File: config.mk
export PLATFORM = sky130hd
export DESIGN_NAME = regfile_ctrl
export DESIGN_NICKNAME = d
export VERILOG_FILES = /design/src/rtl/regfile_pkg.sv /design/src/rtl/rf_wr_arbiter.sv /design/src/rtl/regfile_ctrl.sv
export SDC_FILE = /design/constraint.sdc
export NUM_CORES = 2
export LEC_CHECK = 0
export BUFFER_PORTS_ARGS = -buffer_cell sky130_fd_sc_hd__buf_2
export CAP_MARGIN = 10
export CORE_ASPECT_RATIO = 1.1
export CORE_UTILIZATION = 50
export DETAILED_ROUTE_END_ITERATION = 10
export GPL_TIMING_DRIVEN = 0
export MAX_ROUTING_LAYER = met4
export PLACE_DENSITY = 0.66
export SLEW_MARGIN = 20
export SYNTH_ARGS = -nofsm -noshare
export SYNTH_HDL_FRONTEND = slang
export SYNTH_HIERARCHICAL = 1
export SYNTH_SLANG_ARGS = --single-unit
File: constraint.sdc
create_clock -name clk -period 62.1 [get_ports clk]
set_input_delay 15.525 -clock clk [delete_from_list [all_inputs] [get_ports clk]]
set_output_delay 15.525 -clock clk [all_outputs]
set_load 0.05 [all_outputs]
File: src/rtl/regfile_pkg.sv
// Shared register-file constants and the write-request record used by regfile_ctrl.
package regfile_pkg;
  localparam int XLEN       = 32;
  localparam int REG_ADDR_W = 5;
  localparam int NUM_REGS   = 1 << REG_ADDR_W;
  localparam logic [REG_ADDR_W-1:0] REG_ZERO = 5'd0;

  typedef struct packed {
    logic                  en;
    logic [REG_ADDR_W-1:0] addr;
    logic [XLEN-1:0]       data;
  } wr_req_t;

  // Register 0 is hardwired to zero, so writes to it are accepted but dropped.
  function automatic logic is_writable(input logic [REG_ADDR_W-1:0] addr);
    return addr != REG_ZERO;
  endfunction
endpackage

File: src/rtl/rf_wr_arbiter.sv
// Single-write-port arbiter: core has priority, debug is forced through after
// STARVE_LIMIT consecutive refusals.
module rf_wr_arbiter #(
  parameter int STARVE_LIMIT = 4
) (
  input  logic clk,
  input  logic rst,
  input  logic core_we,
  input  logic dbg_req,
  output logic core_grant,
  output logic dbg_grant,
  output logic core_stall
);
  localparam int CNT_W = (STARVE_LIMIT < 1) ? 1 : $clog2(STARVE_LIMIT + 1);

  logic [CNT_W-1:0] starve_cnt_reg, starve_cnt_next;
  logic             at_limit;

  assign at_limit = (starve_cnt_reg == CNT_W'(STARVE_LIMIT));

  always_ff @(posedge clk or posedge rst) begin
    if (rst) starve_cnt_reg <= '0;
    else     starve_cnt_reg <= starve_cnt_next;
  end

  always_comb begin
    starve_cnt_next = starve_cnt_reg;
    if (dbg_grant)
      starve_cnt_next = '0;
    else if (dbg_req && !at_limit)
      starve_cnt_next = starve_cnt_reg + CNT_W'(1);
  end

  // Grants are suppressed while reset is held so nothing commits during reset.
  always_comb begin
    dbg_grant  = 1'b0;
    core_grant = 1'b0;
    core_stall = 1'b0;
    if (!rst) begin
      dbg_grant  = dbg_req && (!core_we || at_limit);
      core_grant = core_we && !dbg_grant;
      core_stall = core_we && dbg_grant;
    end
  end
endmodule

File: src/rtl/regfile_ctrl.sv
// 32x32 register file with one arbitrated write port (core vs debug) and two
// combinational read ports. Optional same-cycle forwarding: define REGFILE_BYPASS_EN.
module regfile_ctrl
  import regfile_pkg::*;
#(
  parameter int STARVE_LIMIT = 4
) (
  input  logic                  clk,
  input  logic                  rst,
  input  logic [REG_ADDR_W-1:0] rd_addr_a,
  output logic [XLEN-1:0]       rd_data_a,
  input  logic [REG_ADDR_W-1:0] rd_addr_b,
  output logic [XLEN-1:0]       rd_data_b,
  input  logic                  core_we,
  input  logic [REG_ADDR_W-1:0] core_waddr,
  input  logic [XLEN-1:0]       core_wdata,
  output logic                  core_stall,
  input  logic                  dbg_req,
  input  logic [REG_ADDR_W-1:0] dbg_addr,
  input  logic [XLEN-1:0]       dbg_wdata,
  output logic                  dbg_ack
);
  logic    core_grant, dbg_grant;
  wr_req_t wr;
  logic    wr_commit;
  logic [XLEN-1:0] regs [NUM_REGS];

  rf_wr_arbiter #(.STARVE_LIMIT(STARVE_LIMIT)) u_arb (
    .clk        (clk),
    .rst        (rst),
    .core_we    (core_we),
    .dbg_req    (dbg_req),
    .core_grant (core_grant),
    .dbg_grant  (dbg_grant),
    .core_stall (core_stall)
  );

  assign dbg_ack = dbg_grant;

  always_comb begin
    wr = '0;
    if (core_grant) begin
      wr.en   = 1'b1;
      wr.addr = core_waddr;
      wr.data = core_wdata;
    end else if (dbg_grant) begin
      wr.en   = 1'b1;
      wr.addr = dbg_addr;
      wr.data = dbg_wdata;
    end
  end

  assign wr_commit = wr.en && is_writable(wr.addr);

  genvar gi;
  generate
    for (gi = 0; gi < NUM_REGS; gi++) begin : g_reg
      if (gi == 0) begin : g_zero
        assign regs[gi] = '0;
      end else begin : g_store
        logic [XLEN-1:0] r_reg;
        always_ff @(posedge clk or posedge rst) begin
          if (rst)
            r_reg <= '0;
          else if (wr_commit && wr.addr == REG_ADDR_W'(gi))
            r_reg <= wr.data;
        end
        assign regs[gi] = r_reg;
      end
    end
  endgenerate

`ifdef REGFILE_BYPASS_EN
  // wr_commit already excludes address 0, so register 0 still reads as zero.
  assign rd_data_a = (wr_commit && wr.addr == rd_addr_a) ? wr.data : regs[rd_addr_a];
  assign rd_data_b = (wr_commit && wr.addr == rd_addr_b) ? wr.data : regs[rd_addr_b];
`else
  assign rd_data_a = regs[rd_addr_a];
  assign rd_data_b = regs[rd_addr_b];
`endif
endmodule

## Yosys cells after proc, flatten, opt, wreduce, memory -nomap -nowiden

Index checks and enable logic that the tools add are counted.

| word-level totals | value |
|---|---|
| flip-flop bits (word level) | 995 |
| input bits | 88 |
| output and inout bits | 66 |
| logic and storage cells | 124 |

| cells by class | value |
|---|---|
| add/subtract/negate cells | 1 |
| magnitude comparators | 2 |
| equal/unequal tests | 32 |
| muxes and demuxes | 13 |
| bitwise operators | 2 |
| reduce and logical (&&, ||, !) cells | 42 |

Operators with widths:

| kind | count |
|---|---|
| 32-bit binary-select mux with 5-bit select | 2 |
| 32-bit 2-to-1 mux | 4 |
| 5-bit equality test, second input constant | 16 |
| 38-bit 2-to-1 mux | 2 |
| 5-bit by 4-bit equality test with 1-bit output, second input constant | 8 |
| 1-bit logical AND | 36 |
| 5-bit by 3-bit equality test with 1-bit output, second input constant | 4 |
| 6-bit greater-or-equal comparator, second input constant | 2 |
| 5-bit inverter with 6-bit output | 2 |
| 5-bit by 2-bit equality test with 1-bit output, second input constant | 2 |
| 3-bit 2-to-1 mux | 2 |
| 5-bit by 1-bit equality test with 1-bit output, second input constant | 1 |
| 5-bit nonzero test | 1 |
| 3-bit by 1-bit adder with 3-bit output, second input constant | 1 |
| 3-bit equality test, second input constant | 1 |
| 1-bit logical NOT | 3 |
| 1-bit 2-to-1 mux | 3 |
| 2-bit nonzero test | 1 |
| 1-bit logical OR | 1 |

## Longest topological paths before layout

| depth | value |
|---|---|
| depth in word-level cells | 10 |
| mapped depth | 12 |
| mapped depth without buffers | 8 |

## Modules after synthesis

The synthesis kept the hierarchy.

By module, submodules not included:

| module | instances | cells each | area an instance (um^2) | seq. area each (um^2) |
|---|---|---|---|---|
| regfile_ctrl | 1 | 4024 | 53993.0 | 24823.8 |
| rf_wr_arbiter | 1 | 22 | 215.2 | 75.1 |

## Least setup slack after synthesis

Ideal clock, no wire load.

| timing path | value |
|---|---|
| path kind | input-to-output |
| start | input rd_addr_a[0] |
| end | output rd_data_a[20] |
| data arrival time | 17.847 ns |
| data required time | 46.575 ns |
| path slack | 28.728 ns |
| stages on the path | 8 |
| path buffers | 5 |
| path through | buf_2 -> buf_4 -> buf_6 -> buf_6 -> clkbuf_1 -> a22o_1 -> a211oi_1 -> o31ai_1 |

| on the way | value |
|---|---|
| cells in the longest elaborated chain, start to end | 4 |

Ends and longest elaborated chain:

| what | RTL line | source |
|---|---|---|
| start: declaration | regfile_ctrl.sv:10 | `input logic [REG_ADDR_W-1:0] rd_addr_a,` |
| 5-bit inverter with 6-bit output (implied by the code) | regfile_ctrl.sv:78 | `assign rd_data_a = regs[rd_addr_a];` |
| 32-bit binary-select mux with 5-bit select | regfile_ctrl.sv:78 |  |
| 32-bit 2-to-1 mux (implied by the code) (2 in series) | regfile_ctrl.sv:78 |  |
| end: declaration | regfile_ctrl.sv:11 | `output logic [XLEN-1:0] rd_data_a,` |

No other way between the ends. The select of a mux whose other input is x is not followed.

## Worst setup path in the final report

| timing path | value |
|---|---|
| start | input rd_addr_b[2] |
| end | output rd_data_b[0] |

| on the way | value |
|---|---|
| cells in the longest elaborated chain, start to end | 4 |

Ends and longest elaborated chain:

| what | RTL line | source |
|---|---|---|
| start: declaration | regfile_ctrl.sv:12 | `input logic [REG_ADDR_W-1:0] rd_addr_b,` |
| 5-bit inverter with 6-bit output (implied by the code) | regfile_ctrl.sv:79 | `assign rd_data_b = regs[rd_addr_b];` |
| 32-bit binary-select mux with 5-bit select | regfile_ctrl.sv:79 |  |
| 32-bit 2-to-1 mux (implied by the code) (2 in series) | regfile_ctrl.sv:79 |  |
| end: declaration | regfile_ctrl.sv:13 | `output logic [XLEN-1:0] rd_data_b,` |

No other way between the ends. The select of a mux whose other input is x is not followed.

==> impl_metrics.py <==
metrics = {
    "cells_and_area": {
        "final_cell_mix": "dfrtp_1 (995), mux2_2 (706), mux4_2 (384)",
        "final_cells": 5801,
        "nets": 4398,
        "design_area_um2": 60600,
        "drive_gt1_share_pct": 39.2,
        "final_common_cell": "dfrtp_1",
        "area_growth_pct": 11.9,
        "fill_cells": 8725,
        "largest_register_ffs": 992,
    },
    "timing": {
        "finClkSkew_ns": 0.0228,
        "relSlewSlack_pct": 19.7,
        "tightestPinTransition_ns": 1.20,
        "min_period_ns": 34.82,
        "setup_viol": 0,
        "rsz0062_at_grt": "no",
        "fin_setup_tns_ns": 0,
        "setup_slack_ns": 27.28,
        "drv_slew": 0,
        "hold_viol_final": 0,
        "holdWs_ns": 0.511,
        "max_freq_mhz": 28.7,
        "timing.final.crit_share_pct": 56.1,
    },
    "placed_design": {
        "placed_cells": 5612,
        "dp_hpwl_mm": 137,
        "placed_area_um2": 57000,
        "pre_cts_ws_ns": 27.44,
        "port_buffers": 147,
        "place.gp.congestion": 0.958,
    },
    "die": {
        "pin_count": 154,
        "die_y_um": 347,
        "die_area_um2": 110000,
        "die_w_um": 316,
        "core.rowCount": 126,
        "initial_utilization_pct": 50.5,
        "coreArea_um2": 107000,
    },
    "clock_network": {
        "htreeDepth": 3,
        "cts_buffers": 102,
        "clockRootBuffer": "clkbuf_16",
        "clock-sinks": 995,
        "cts_setup_buffers": 0,
        "clockBufferDepth": 3,
        "clock_latency_ns": 0.70,
        "tritoncts": "built",
        "cts-resized-gates": 0,
        "cts-hold-fix-buffers": 0,
        "path_clk_slew_ns": 0.06,
    },
    "setup_path": {
        "critPathKind": "in -> out",
        "rr_worst_depth": 11,
        "cp-start-kind": "input pin",
        "r2r_end": "g_reg[9].g_store.r_reg[18]$_DFFE_PP0P_",
        "arrival_ns": 19.30,
        "cp_num_buf_inv": 5,
        "critPathMaxFanout": 10,
        "worstPathRequired_ns": 46.58,
        "crit_path_end_kind": "output port",
        "path_delay_family": "buffers and inverters",
        "slowest_delay_ns": 0.70,
        "regToRegSetupSlack_ns": 58.37,
        "slowest_stage": "o21ai_0",
        "cp_cell_sequence": "clkbuf_1 > buf_2 > buf_4 > buf_2 > mux4_2 > a22o_1 > o21ai_0 > o31ai_1 > buf_2",
        "reg2reg_from": "u_arb/starve_cnt_reg[0]$_DFFE_PP0P_",
        "cpMostUsedCell": "buf_2",
    },
    "detailed_routing": {
        "ant_nets": 0,
        "drtIter0Drc": 4823,
        "dr.pass1.iters": 10,
        "drc": 0,
        "routed_via_density": 6.69,
        "vias": 38800,
        "drt-total-wl_mm": 185,
        "routedWlPerCell_um": 31.9,
    },
    "yosys": {
        "synth-async-reset-ratio_pct": 100,
        "synthCells": 4046,
        "seq_area_frac_synth_pct": 45.9,
        "synth-main-ff-cell": "dfrtp_1",
        "syn_nets": 4136,
        "yosys_warnings": 6,
        "syn_area_um2": 54200,
        "avgSynthCellArea_um2": 13.4,
        "ys_seq_elements": 995,
        "synth_edf_count": 0,
        "synth.distinct_cells": 48,
    },
    "run": {
        "cap_violations": 0,
    },
    "run_status": {
        "status": "complete, no violations",
    },
    "power_and_ir_drop": {
        "p_leak_nw": 27.4,
        "pwr-share-seq_pct": 43.6,
        "p_int_mw": 1.34,
        "peakVddDrop_mv": 0.0218,
        "p_sw_mw": 0.553,
        "swShare_pct": 29.2,
        "powerDensity_nw_per_um2": 31.2,
        "comb_power_share_pct": 20.9,
        "pwr-share-clk_pct": 35.6,
    },
    "global_routing": {
        "grt.total_usage_pct": 34.9,
        "grt_max_degree": 107,
        "grt_pass1_wl_mm": 269,
        "grt-ovfl-total": 0,
        "grt_antenna_before_repair": 3,
        "grt_pass1_vias": 39900,
    },
    "min_path": {
        "hold_start": "g_reg[11].g_store.r_reg[21]$_DFFE_PP0P_",
        "whs_path_depth": 1,
        "min_to": "g_reg[11].g_store.r_reg[21]$_DFFE_PP0P_",
        "hold_class": "reg -> reg",
    },
}
-- cell families (layout without fill, tap and decap cells) --
group / count (synthesis) / count (layout) / synth area share [%]
muxes: 1313 / 1313 / 34.9
buffers and inverters: 431 / 773 / 4.24
AOI/OAI and AO/OA: 818 / 818 / 10.4
and+or+nand+nor: 486 / 486 / 4.47
xor gates and xnor gates: 1 / 1 / 0.0162
other: 0 / 5 / 0
DFF: 995 / 995 / 45.9
adders and majority gates: 2 / 2 / 0.0462
-- worst reg2reg max path: stages, from the launching register on --
cell and delay, ns:
dfrtp_1 0.40, inv_1 0.07, ha_1 0.24, nand2_2 0.09
a21oi_4 0.23, buf_4 0.21, nor2b_1 0.13, buf_2 0.32
clkbuf_1 0.62, a22o_1 0.45, clkbuf_1 0.63, mux2_2 0.29
-- stage by stage --
| step | utilization, % | power [mW] |
|---|---|---|
| after floorplan | - | 1.10 |
| after global placement | 52.8 | 1.21 |
| after detailed placement | 53.1 | 1.22 |
| after CTS | 56.5 | 1.88 |
| after global routing | 56.5 | 1.95 |
| final | 56.5 | 1.89 |
-- per-layer routing --
metal  wire length, um  vias up  global-route usage, %  share of wire, %
met5                 0        -                      -                 0
met4              7810        0                   13.4               4.2
met3             17800      517                   8.20               9.6
met2             87700     2060                   54.2                47
met1             71600    20200                   44.5                39
li1                  -    16000                      -                 -
-- synth_stat cells, types with 2 or more instances --
master | count | area (um2)
and3_1 | 33 | 206
o21ai_1 | 26 | 130
mux2_1 | 62 | 698
o31ai_1 | 64 | 480
a211oi_1 | 64 | 480
a22oi_2 | 30 | 375
buf_4 | 62 | 465
nand3_1 | 3 | 15.0
mux2_2 | 706 | 7950
mux4_2 | 384 | 8650
nand3b_1 | 4 | 30.0
mux2i_1 | 161 | 1610
o21ai_0 | 43 | 215
nand4b_1 | 2 | 17.5
clkbuf_1 | 176 | 661
nand4bb_1 | 4 | 45.0
dfrtp_1 | 995 | 24900
inv_1 | 5 | 18.8
nor3_4 | 22 | 358
o21ai_4 | 2 | 32.5
buf_2 | 139 | 696
buf_6 | 33 | 372
a222oi_1 | 9 | 90.1
nor2_1 | 292 | 1100
and2_1 | 37 | 231
ha_1 | 2 | 25.0
a21oi_1 | 289 | 1450
nand2b_1 | 3 | 18.8
buf_1 | 13 | 48.8
and2_2 | 4 | 30.0
o22ai_1 | 64 | 400
a22o_1 | 223 | 1950
nor2b_1 | 7 | 43.8
nand2_1 | 69 | 259
-- how the worst max path moves through the flow --
stage | start | end | slack [ns] | cells past startpoint
after detailed placement | rd_addr_b[2] | rd_data_b[0] | 27.44 | 9
after global routing | rd_addr_b[2] | rd_data_b[0] | 27.35 | 9
after global placement | rst | g_reg[7].g_store.r_reg[24]$_DFFE_PP0P_ | 7.14 | 2
after CTS | rd_addr_b[2] | rd_data_b[0] | 27.44 | 9
final | rd_addr_b[2] | rd_data_b[0] | 27.28 | 9
after floorplan | rst | g_reg[10].g_store.r_reg[0]$_DFFE_PP0P_ | 18.67 | 1
-- cell type report --
type	count	area, um2	area share (%)
Sequential cell	995	24900	41.1
Buffer	425	2280	3.76
Multi-Input combinational cell	2620	27000	44.5
Clock buffer	139	2950	4.87
Timing Repair Buffer	158	1040	1.71
Antenna cell	5	12.5	0.0206
Inverter	6	30.0	0.0495
Clock inverter	45	658	1.09
Tap cell	1408	1760	2.91
-- power groups by stage --
| stage | Sequential, mW | Clock [mW] | Combinational [mW] |
|---|---|---|---|
| 3_5_place_dp | 0.831 | 0 | 0.390 |
| 4_1_cts | 0.820 | 0.674 | 0.391 |
| 2_1_floorplan | 0.808 | 0 | 0.295 |
| 6_report | 0.824 | 0.672 | 0.395 |
| 5_1_grt | 0.836 | 0.698 | 0.418 |
| 3_3_place_gp | 0.829 | 0 | 0.379 |
Note: power is estimated with default switching activity, not from simulation.
